`src/rtl/cpu_pkg.sv`:
```
// cpu_pkg
// Shared types and default sizing for the SRAM fetch/data arbiter and the
// pipeline stages that talk to it (fetch stage, MEM stage).
//   arb_state_t : arbiter FSM states (IDLE, ACCESS, DONE)
//   grantee_t   : which requester owns the current SRAM transfer
//   DEFAULT_*   : default SRAM word-address width, access length and
//                 starvation limit, so all stages agree on one value
package cpu_pkg;

  typedef enum logic [1:0] {
    IDLE   = 2'd0,
    ACCESS = 2'd1,
    DONE   = 2'd2
  } arb_state_t;

  typedef enum logic {
    GNT_IF  = 1'b0,
    GNT_MEM = 1'b1
  } grantee_t;

  localparam int DEFAULT_ADDR_W       = 20;
  localparam int DEFAULT_WAIT_CYCLES  = 3;
  localparam int DEFAULT_STARVE_LIMIT = 4;

endpackage

```
`src/rtl/sram_fetch_arbiter_timer.sv`:
```
// sram_cycle_timer
// Loadable down-counter that sequences the ACCESS phase of an SRAM transfer.
// Ports:
//   clk_i       : system clock
//   rst_i       : synchronous active-high reset (count returns to 0)
//   load_i      : load loadVal_i into the counter (takes priority)
//   loadVal_i   : value loaded at the start of an access (WAIT_CYCLES-1)
//   en_i        : decrement enable; the counter stops at 0
//   count_o     : current count, cycles remaining after this one
//   last_o      : high when the count is 0, i.e. this is the final cycle
module sram_cycle_timer #(
  parameter int CNT_W = 2
) (
  input  logic             clk_i,
  input  logic             rst_i,
  input  logic             load_i,
  input  logic [CNT_W-1:0] loadVal_i,
  input  logic             en_i,
  output logic [CNT_W-1:0] count_o,
  output logic             last_o
);

  logic [CNT_W-1:0] count_q;

  // Count down to zero and hold there; a load restarts the sequence.
  always_ff @(posedge clk_i) begin
    if (rst_i) begin
      count_q <= '0;
    end else if (load_i) begin
      count_q <= loadVal_i;
    end else if (en_i && (count_q != '0)) begin
      count_q <= count_q - CNT_W'(1);
    end
  end

  assign count_o = count_q;
  assign last_o  = (count_q == '0);

endmodule

```
`src/rtl/sram_fetch_arbiter.sv`:
```
// sram_fetch_arbiter
// Shares one asynchronous SRAM between instruction fetch and data load/store.
// Data requests win arbitration unless fetch has been passed over
// STARVE_LIMIT times in a row. Every transfer is IDLE -> ACCESS (WAIT_CYCLES
// cycles) -> DONE (one-cycle done pulse, SRAM turnaround). All pad outputs
// come straight from registers.
// Ports:
//   clk, rst                  : clock, synchronous active-high reset
//   if_req/if_addr            : fetch request and byte address
//   if_done/if_rdata          : fetch completion pulse and instruction word
//   mem_req/mem_we/mem_be     : data request, write flag, byte enables
//   mem_addr/mem_wdata        : data byte address and write data
//   mem_done/mem_rdata        : data completion pulse and read data
//   sram_addr/sram_dout       : SRAM word address and write data
//   sram_dout_en              : pad drive enable (writes only)
//   sram_din                  : SRAM read data
//   sram_ce_n/oe_n/we_n/be_n  : active-low SRAM strobes
module sram_fetch_arbiter
  import cpu_pkg::*;
#(
  parameter int ADDR_W       = DEFAULT_ADDR_W,
  parameter int WAIT_CYCLES  = DEFAULT_WAIT_CYCLES,
  parameter int STARVE_LIMIT = DEFAULT_STARVE_LIMIT
) (
  input  logic              clk,
  input  logic              rst,
  input  logic              if_req,
  input  logic [31:0]       if_addr,
  output logic              if_done,
  output logic [31:0]       if_rdata,
  input  logic              mem_req,
  input  logic              mem_we,
  input  logic [3:0]        mem_be,
  input  logic [31:0]       mem_addr,
  input  logic [31:0]       mem_wdata,
  output logic              mem_done,
  output logic [31:0]       mem_rdata,
  output logic [ADDR_W-1:0] sram_addr,
  output logic [31:0]       sram_dout,
  output logic              sram_dout_en,
  input  logic [31:0]       sram_din,
  output logic              sram_ce_n,
  output logic              sram_oe_n,
  output logic              sram_we_n,
  output logic [3:0]        sram_be_n
);

  localparam int CNT_W = (WAIT_CYCLES > 1) ? $clog2(WAIT_CYCLES) : 1;
  localparam int STV_W = $clog2(STARVE_LIMIT + 1);
  localparam logic [CNT_W-1:0] ACCESS_LOAD = CNT_W'(WAIT_CYCLES - 1);
  localparam logic [STV_W-1:0] STARVE_MAX  = STV_W'(STARVE_LIMIT);

  arb_state_t        state_q, state_d;
  grantee_t          grantee_q;
  logic              isWrite_q;
  logic [STV_W-1:0]  starveCnt_q;
  logic [ADDR_W-1:0] sramAddr_q;
  logic [31:0]       sramDout_q;
  logic              sramDoutEn_q;
  logic              sramCeN_q;
  logic              sramOeN_q;
  logic              sramWeN_q;
  logic [3:0]        sramBeN_q;
  logic              ifDone_q;
  logic              memDone_q;
  logic [31:0]       ifRdata_q;
  logic [31:0]       memRdata_q;

  logic              grantFetch;
  logic              grantMem;
  logic              memSkip;
  logic              timerLoad;
  logic              timerEn;
  logic [CNT_W-1:0]  timerCount;
  logic              timerLast;
  logic [ADDR_W-1:0] ifWordAddr;
  logic [ADDR_W-1:0] memWordAddr;
  logic              unusedAddrBits;

  // Byte addresses become SRAM word addresses; bits above the SRAM range
  // and the byte offset are deliberately dropped.
  assign ifWordAddr     = if_addr[ADDR_W+1:2];
  assign memWordAddr    = mem_addr[ADDR_W+1:2];
  assign unusedAddrBits = ^{if_addr[31:ADDR_W+2], if_addr[1:0],
                            mem_addr[31:ADDR_W+2], mem_addr[1:0]};

  // Arbitration only happens in IDLE: a starved fetch first, then data,
  // then an uncontended fetch.
  always_comb begin
    grantFetch = 1'b0;
    grantMem   = 1'b0;
    if (state_q == IDLE) begin
      if (if_req && (starveCnt_q == STARVE_MAX)) begin
        grantFetch = 1'b1;
      end else if (mem_req) begin
        grantMem = 1'b1;
      end else if (if_req) begin
        grantFetch = 1'b1;
      end
    end
  end

  // A write with no bytes enabled has nothing to do on the SRAM, so it
  // skips ACCESS and completes straight away.
  assign memSkip   = grantMem && mem_we && (mem_be == 4'b0000);
  assign timerLoad = grantFetch || (grantMem && !memSkip);
  assign timerEn   = (state_q == ACCESS);

  // Next-state logic for the transfer sequence.
  always_comb begin
    state_d = state_q;
    case (state_q)
      IDLE: begin
        if (memSkip) begin
          state_d = DONE;
        end else if (grantFetch || grantMem) begin
          state_d = ACCESS;
        end
      end
      ACCESS: begin
        if (timerLast) begin
          state_d = DONE;
        end
      end
      DONE:    state_d = IDLE;
      default: state_d = IDLE;
    endcase
  end

  sram_cycle_timer #(
    .CNT_W(CNT_W)
  ) uTimer (
    .clk_i    (clk),
    .rst_i    (rst),
    .load_i   (timerLoad),
    .loadVal_i(ACCESS_LOAD),
    .en_i     (timerEn),
    .count_o  (timerCount),
    .last_o   (timerLast)
  );

  // Pad registers, done pulses, read capture and the starvation counter.
  // Strobes are set up on the grant edge so they are valid for the whole
  // ACCESS phase, and released on the edge into DONE so DONE is a clean
  // turnaround cycle. we_n rises one cycle early so address and data are
  // held stable past the end of the write pulse.
  always_ff @(posedge clk) begin
    if (rst) begin
      state_q      <= IDLE;
      grantee_q    <= GNT_IF;
      isWrite_q    <= 1'b0;
      starveCnt_q  <= '0;
      sramAddr_q   <= '0;
      sramDout_q   <= '0;
      sramDoutEn_q <= 1'b0;
      sramCeN_q    <= 1'b1;
      sramOeN_q    <= 1'b1;
      sramWeN_q    <= 1'b1;
      sramBeN_q    <= 4'hF;
      ifDone_q     <= 1'b0;
      memDone_q    <= 1'b0;
      ifRdata_q    <= '0;
      memRdata_q   <= '0;
    end else begin
      state_q   <= state_d;
      ifDone_q  <= 1'b0;
      memDone_q <= 1'b0;

      if (!if_req || grantFetch) begin
        starveCnt_q <= '0;
      end else if (grantMem && (starveCnt_q != STARVE_MAX)) begin
        starveCnt_q <= starveCnt_q + STV_W'(1);
      end

      case (state_q)
        IDLE: begin
          if (grantFetch) begin
            grantee_q  <= GNT_IF;
            isWrite_q  <= 1'b0;
            sramAddr_q <= ifWordAddr;
            sramCeN_q  <= 1'b0;
            sramOeN_q  <= 1'b0;
            sramBeN_q  <= 4'b0000;
          end else if (grantMem) begin
            grantee_q  <= GNT_MEM;
            isWrite_q  <= mem_we;
            sramAddr_q <= memWordAddr;
            if (mem_we) begin
              sramDout_q <= mem_wdata;
            end
            if (memSkip) begin
              memDone_q <= 1'b1;
            end else if (mem_we) begin
              sramCeN_q    <= 1'b0;
              sramWeN_q    <= 1'b0;
              sramDoutEn_q <= 1'b1;
              sramBeN_q    <= ~mem_be;
            end else begin
              sramCeN_q <= 1'b0;
              sramOeN_q <= 1'b0;
              sramBeN_q <= 4'b0000;
            end
          end
        end
        ACCESS: begin
          if (timerLast) begin
            sramCeN_q    <= 1'b1;
            sramOeN_q    <= 1'b1;
            sramWeN_q    <= 1'b1;
            sramDoutEn_q <= 1'b0;
            sramBeN_q    <= 4'hF;
            if (grantee_q == GNT_IF) begin
              ifDone_q  <= 1'b1;
              ifRdata_q <= sram_din;
            end else begin
              memDone_q <= 1'b1;
              if (!isWrite_q) begin
                memRdata_q <= sram_din;
              end
            end
          end else if (timerCount == CNT_W'(1)) begin
            sramWeN_q <= 1'b1;
          end
        end
        default: begin
        end
      endcase
    end
  end

  assign if_done      = ifDone_q;
  assign if_rdata     = ifRdata_q;
  assign mem_done     = memDone_q;
  assign mem_rdata    = memRdata_q;
  assign sram_addr    = sramAddr_q;
  assign sram_dout    = sramDout_q;
  assign sram_dout_en = sramDoutEn_q;
  assign sram_ce_n    = sramCeN_q;
  assign sram_oe_n    = sramOeN_q;
  assign sram_we_n    = sramWeN_q;
  assign sram_be_n    = sramBeN_q;

endmodule

```
`config.mk`:
```
export PLATFORM = sky130hd
export DESIGN_NAME = sram_fetch_arbiter
export DESIGN_NICKNAME = d
export VERILOG_FILES = /design/src/rtl/cpu_pkg.sv /design/src/rtl/sram_fetch_arbiter_timer.sv /design/src/rtl/sram_fetch_arbiter.sv
export SDC_FILE = /design/constraint.sdc
export NUM_CORES = 1
export LEC_CHECK = 0
export CAP_MARGIN = 20
export CORE_ASPECT_RATIO = 1.4
export CORE_MARGIN = 8
export CORE_UTILIZATION = 43
export CTS_BUF_LIST = sky130_fd_sc_hd__clkbuf_16
export DETAILED_ROUTE_END_ITERATION = 12
export PLACE_DENSITY = 0.95
export SETUP_SLACK_MARGIN = 0.2
export SKIP_LAST_GASP = 1
export SYNTH_ARGS = -nofsm -noshare
export SYNTH_HDL_FRONTEND = slang
export SYNTH_HIERARCHICAL = 1
export SYNTH_SLANG_ARGS = --single-unit
```
`constraint.sdc`:
```
create_clock -name clk -period 2.83 [get_ports clk]
set_input_delay 0.566 -clock clk [delete_from_list [all_inputs] [get_ports clk]]
set_output_delay 0.566 -clock clk [all_outputs]
set_load 0.05 [all_outputs]
```
==> flow_metrics.env <==
export IMPL_status="completed"
export IMPL_drtPass1Iterations=4
export IMPL_startpoint_type="flip-flop"
export IMPL_ys_seq_elements=135
export IMPL_drt_met1_wl_um=5773
export IMPL_crit_type="reg -> out"
export IMPL_drive_gt1_share_pct=5.731
export IMPL_clock_sinks=135
export IMPL_cts_hold_buf=0
export IMPL_timing_setup_tns_ns=0
export IMPL_synth_edf_count=0
export IMPL_holdWs_ns=0.4498
export IMPL_holdPathEnd="sram_ce_n"
export IMPL_synth_nets=761
export IMPL_fin_cells=1002
export IMPL_cts_htree_levels=4
export IMPL_worst_hold_path_type="reg -> reg"
export IMPL_num_rows=47
export IMPL_r2r_setup_slack_ns=0.93
export IMPL_fill_cells=889
export IMPL_cts_tree="built"
export IMPL_synth_seq_area_share_pct=52.44
export IMPL_routed_wl_um=16210
export IMPL_netlist_instances=621
export IMPL_cp_required_ns=2.26
export IMPL_yosys_area_top_type="dfxtp_1"
export IMPL_synth_area_top_cells="dfxtp_1 (52%), nand2_1 (14%), a21oi_1 (9.8%), mux2i_1 (4.9%), a211oi_1 (3.4%)"
export IMPL_path_buf_inv=1
export IMPL_cap_violations=0
export IMPL_dp_hpwl_um=11710
export IMPL_worst_path_dominant_cell_family="buffers and inverters"
export IMPL_min_period_ns=2.158
export IMPL_placed_cell_area_mm2=0.007600
export IMPL_fin_util_pct=69.61
export IMPL_postRouteAntennaNets=0
export IMPL_fp_dieW_um=108.5
export IMPL_final_nets=982
export IMPL_fin_crit_sh_pct=76.26
export IMPL_coreArea_mm2=0.01176
export IMPL_numPortBuffers=238
export IMPL_max_freq_mhz=463.4
export IMPL_final_cell_area_mm2=0.008187
export IMPL_route_met3_wl_um=1420
export IMPL_remaining_drc_errors=0
export IMPL_worst_slew_pin_slew_ns=0.6947
export IMPL_setup_viol=0
export IMPL_cts_clk_slew_worst_paths_ns=0.05
export IMPL_cellPowerDensity_mw_per_mm2=688.4
export IMPL_die_area_mm2=0.01579
export IMPL_timing_rr_start="uTimer/count_o[0]"
export IMPL_cts_resized=0
export IMPL_power_leakage_nw=3.016
export IMPL_crit_path_cell_trace="clkdlybuf4s50_1"
export IMPL_r2r_end="mem_rdata[20]"
export IMPL_dp_cells=970
export IMPL_die_height_um=145.5
export IMPL_cts_buffers=17
export IMPL_area_growth_synth_to_final_pct=58.85
export IMPL_root_buffer="clkbuf_16"
export IMPL_routed_top_layer="met4"
export IMPL_hold_viol=0
export IMPL_synth_most_common_cell="nand2_1"
export IMPL_endpoint_kind="output port"
export IMPL_path_max_fanout=3
export IMPL_synth_warnings=6
export IMPL_wl_met2_um=8411
export IMPL_vias=5061
export IMPL_netlist_area_mm2=0.005154
export IMPL_cp_slowest_cell="clkdlybuf4s50_1"
export IMPL_gp_congestion=0.7714
export IMPL_min_from="sram_ce_n"
export IMPL_synthArstFlopShare_pct=0
export IMPL_ir_drop_uv=435.2
export IMPL_arrival_ns=1.59
export IMPL_clkLatencyLatePin_ns=0.41
export IMPL_crit_path_max_incr_delay_ns=0.84
export IMPL_grt_max_degree=67
export IMPL_grt_pass1_vias=5277
export IMPL_wl_per_cell_um=16.18
export IMPL_fin_skew_ns=0.008161
export IMPL_synth_top_area_share_pct=52.44
export IMPL_vias_per_cell=5.051
export IMPL_pin_count=263
export IMPL_clk_path_buf_depth=2
export IMPL_grt_pass1_wl_um=25890
export IMPL_cts_setup_buffers=0
export IMPL_grt_usage_pct=20.57
export IMPL_cp_depth=1
export IMPL_start_util_pct=43.82
export IMPL_reg2reg_depth=6
export IMPL_synth_main_ff_cell="dfxtp_1"
export IMPL_ys_top_cells_by_count="nand2_1 (196), dfxtp_1 (135), a21oi_1 (101), nor2_1 (34), clkbuf_1 (29)"
export IMPL_avgSynthCellArea_um2=8.299
export IMPL_antenna_cells=0
export IMPL_max_slew_margin_rel_pct=53.69
export IMPL_slew_viol_final=0
export IMPL_grt_remaining_overflow=0
export IMPL_synth_cell_types=40
export IMPL_drt_iter0_drc=230
export IMPL_holdPathStages=1
export IMPL_antenna_found_initial=0
export IMPL_rsz0062_at_grt="no"
layout make-up:
type	count	area [µm²]	share of cell area, %
clock buffers	17	425.4	5.196
well taps	147	183.9	2.247
multi-input cells	428	2197	26.84
clock inverters	15	161.4	1.972
inverters	11	41.29	0.5044
flip-flops and latches	135	2703	33.01
repair buffers	249	2475	30.23
where the power goes:
group          switching (mW)  internal (mW)  leakage [nW]
sequential             0.0786           2.04          1.10
combinational           0.826          0.510          1.64
clock                   0.810           1.37         0.277
total                    1.71           3.92          3.02
cell usage in the layout, fill, tap and decap left out, types with 2 or more instances in the layout:
cell type	netlist	layout
ha_1	3	3
inv_1	11	12
nor2b_1	2	2
a21oi_1	101	101
nand3_1	6	6
nor4b_1	3	3
nand2b_1	3	3
nand3b_1	2	2
clkbuf_16	0	17
bufinv_16	0	3
buf_4	1	11
nor2_1	34	31
xnor2_1	2	2
nor2_2	0	3
a211oi_1	23	23
nand2_1	196	196
a31oi_1	4	4
conb_1	2	2
mux2i_1	25	25
clkdlybuf4s50_1	0	237
a221o_1	2	2
dfxtp_1	135	135
and3_1	2	2
clkinv_1	0	4
clkinvlp_4	0	4
metal layers:
layer | global-route usage (%) | vias up
met3 | 7.580 | 42
met5 | 0 | -
met1 | 20.05 | 2325
met4 | 11.68 | 0
met2 | 35.95 | 196
li1 | - | 2498
worst max-delay path by stage:
stage / from / to / slack (ns)
floorplan: mem_req / uTimer/count_o[0] / 0.87
global placement: mem_be[0] / sram_be_n[2] / 0.36
detailed placement: mem_be[0] / sram_be_n[2] / 0.28
CTS: sram_oe_n / sram_oe_n / 0.65
global route: sram_dout[17] / sram_dout[17] / 0.62
finish: sram_oe_n / sram_oe_n / 0.67
registers in the layout, summed over array words and instances (netlist names):
name,count
grantee_q,1
if_done,1
if_rdata,32
isWrite_q,1
mem_done,1
mem_rdata,32
sram_addr,20
sram_be_n,4
sram_ce_n,1
sram_dout,32
sram_dout_en,1
sram_oe_n,1
sram_we_n,1
starveCnt_q,3
state_q,2
uTimer/count_o,2
logic make-up after synthesis:
family / Yosys count / synth area share [%]
adders and majority gates: 3 / 0.7284
DFF: 135 / 52.44
buffers and inverters: 58 / 5.074
xor gates and xnor gates: 3 / 0.5099
muxes: 25 / 4.856
AOI/OAI and AO/OA: 137 / 15.56
and+or+nand+nor: 258 / 20.68
other: 2 / 0.1457
per-stage QoR:
stage               setup slack, ns  power, mW
finish                       0.6719      5.636
global route                 0.6168      5.872
CTS                          0.6456      5.696
detailed placement           0.2791      3.501
global placement             0.3627      3.475
floorplan                    0.8678      2.981
(Power assumes the default switching activity.)
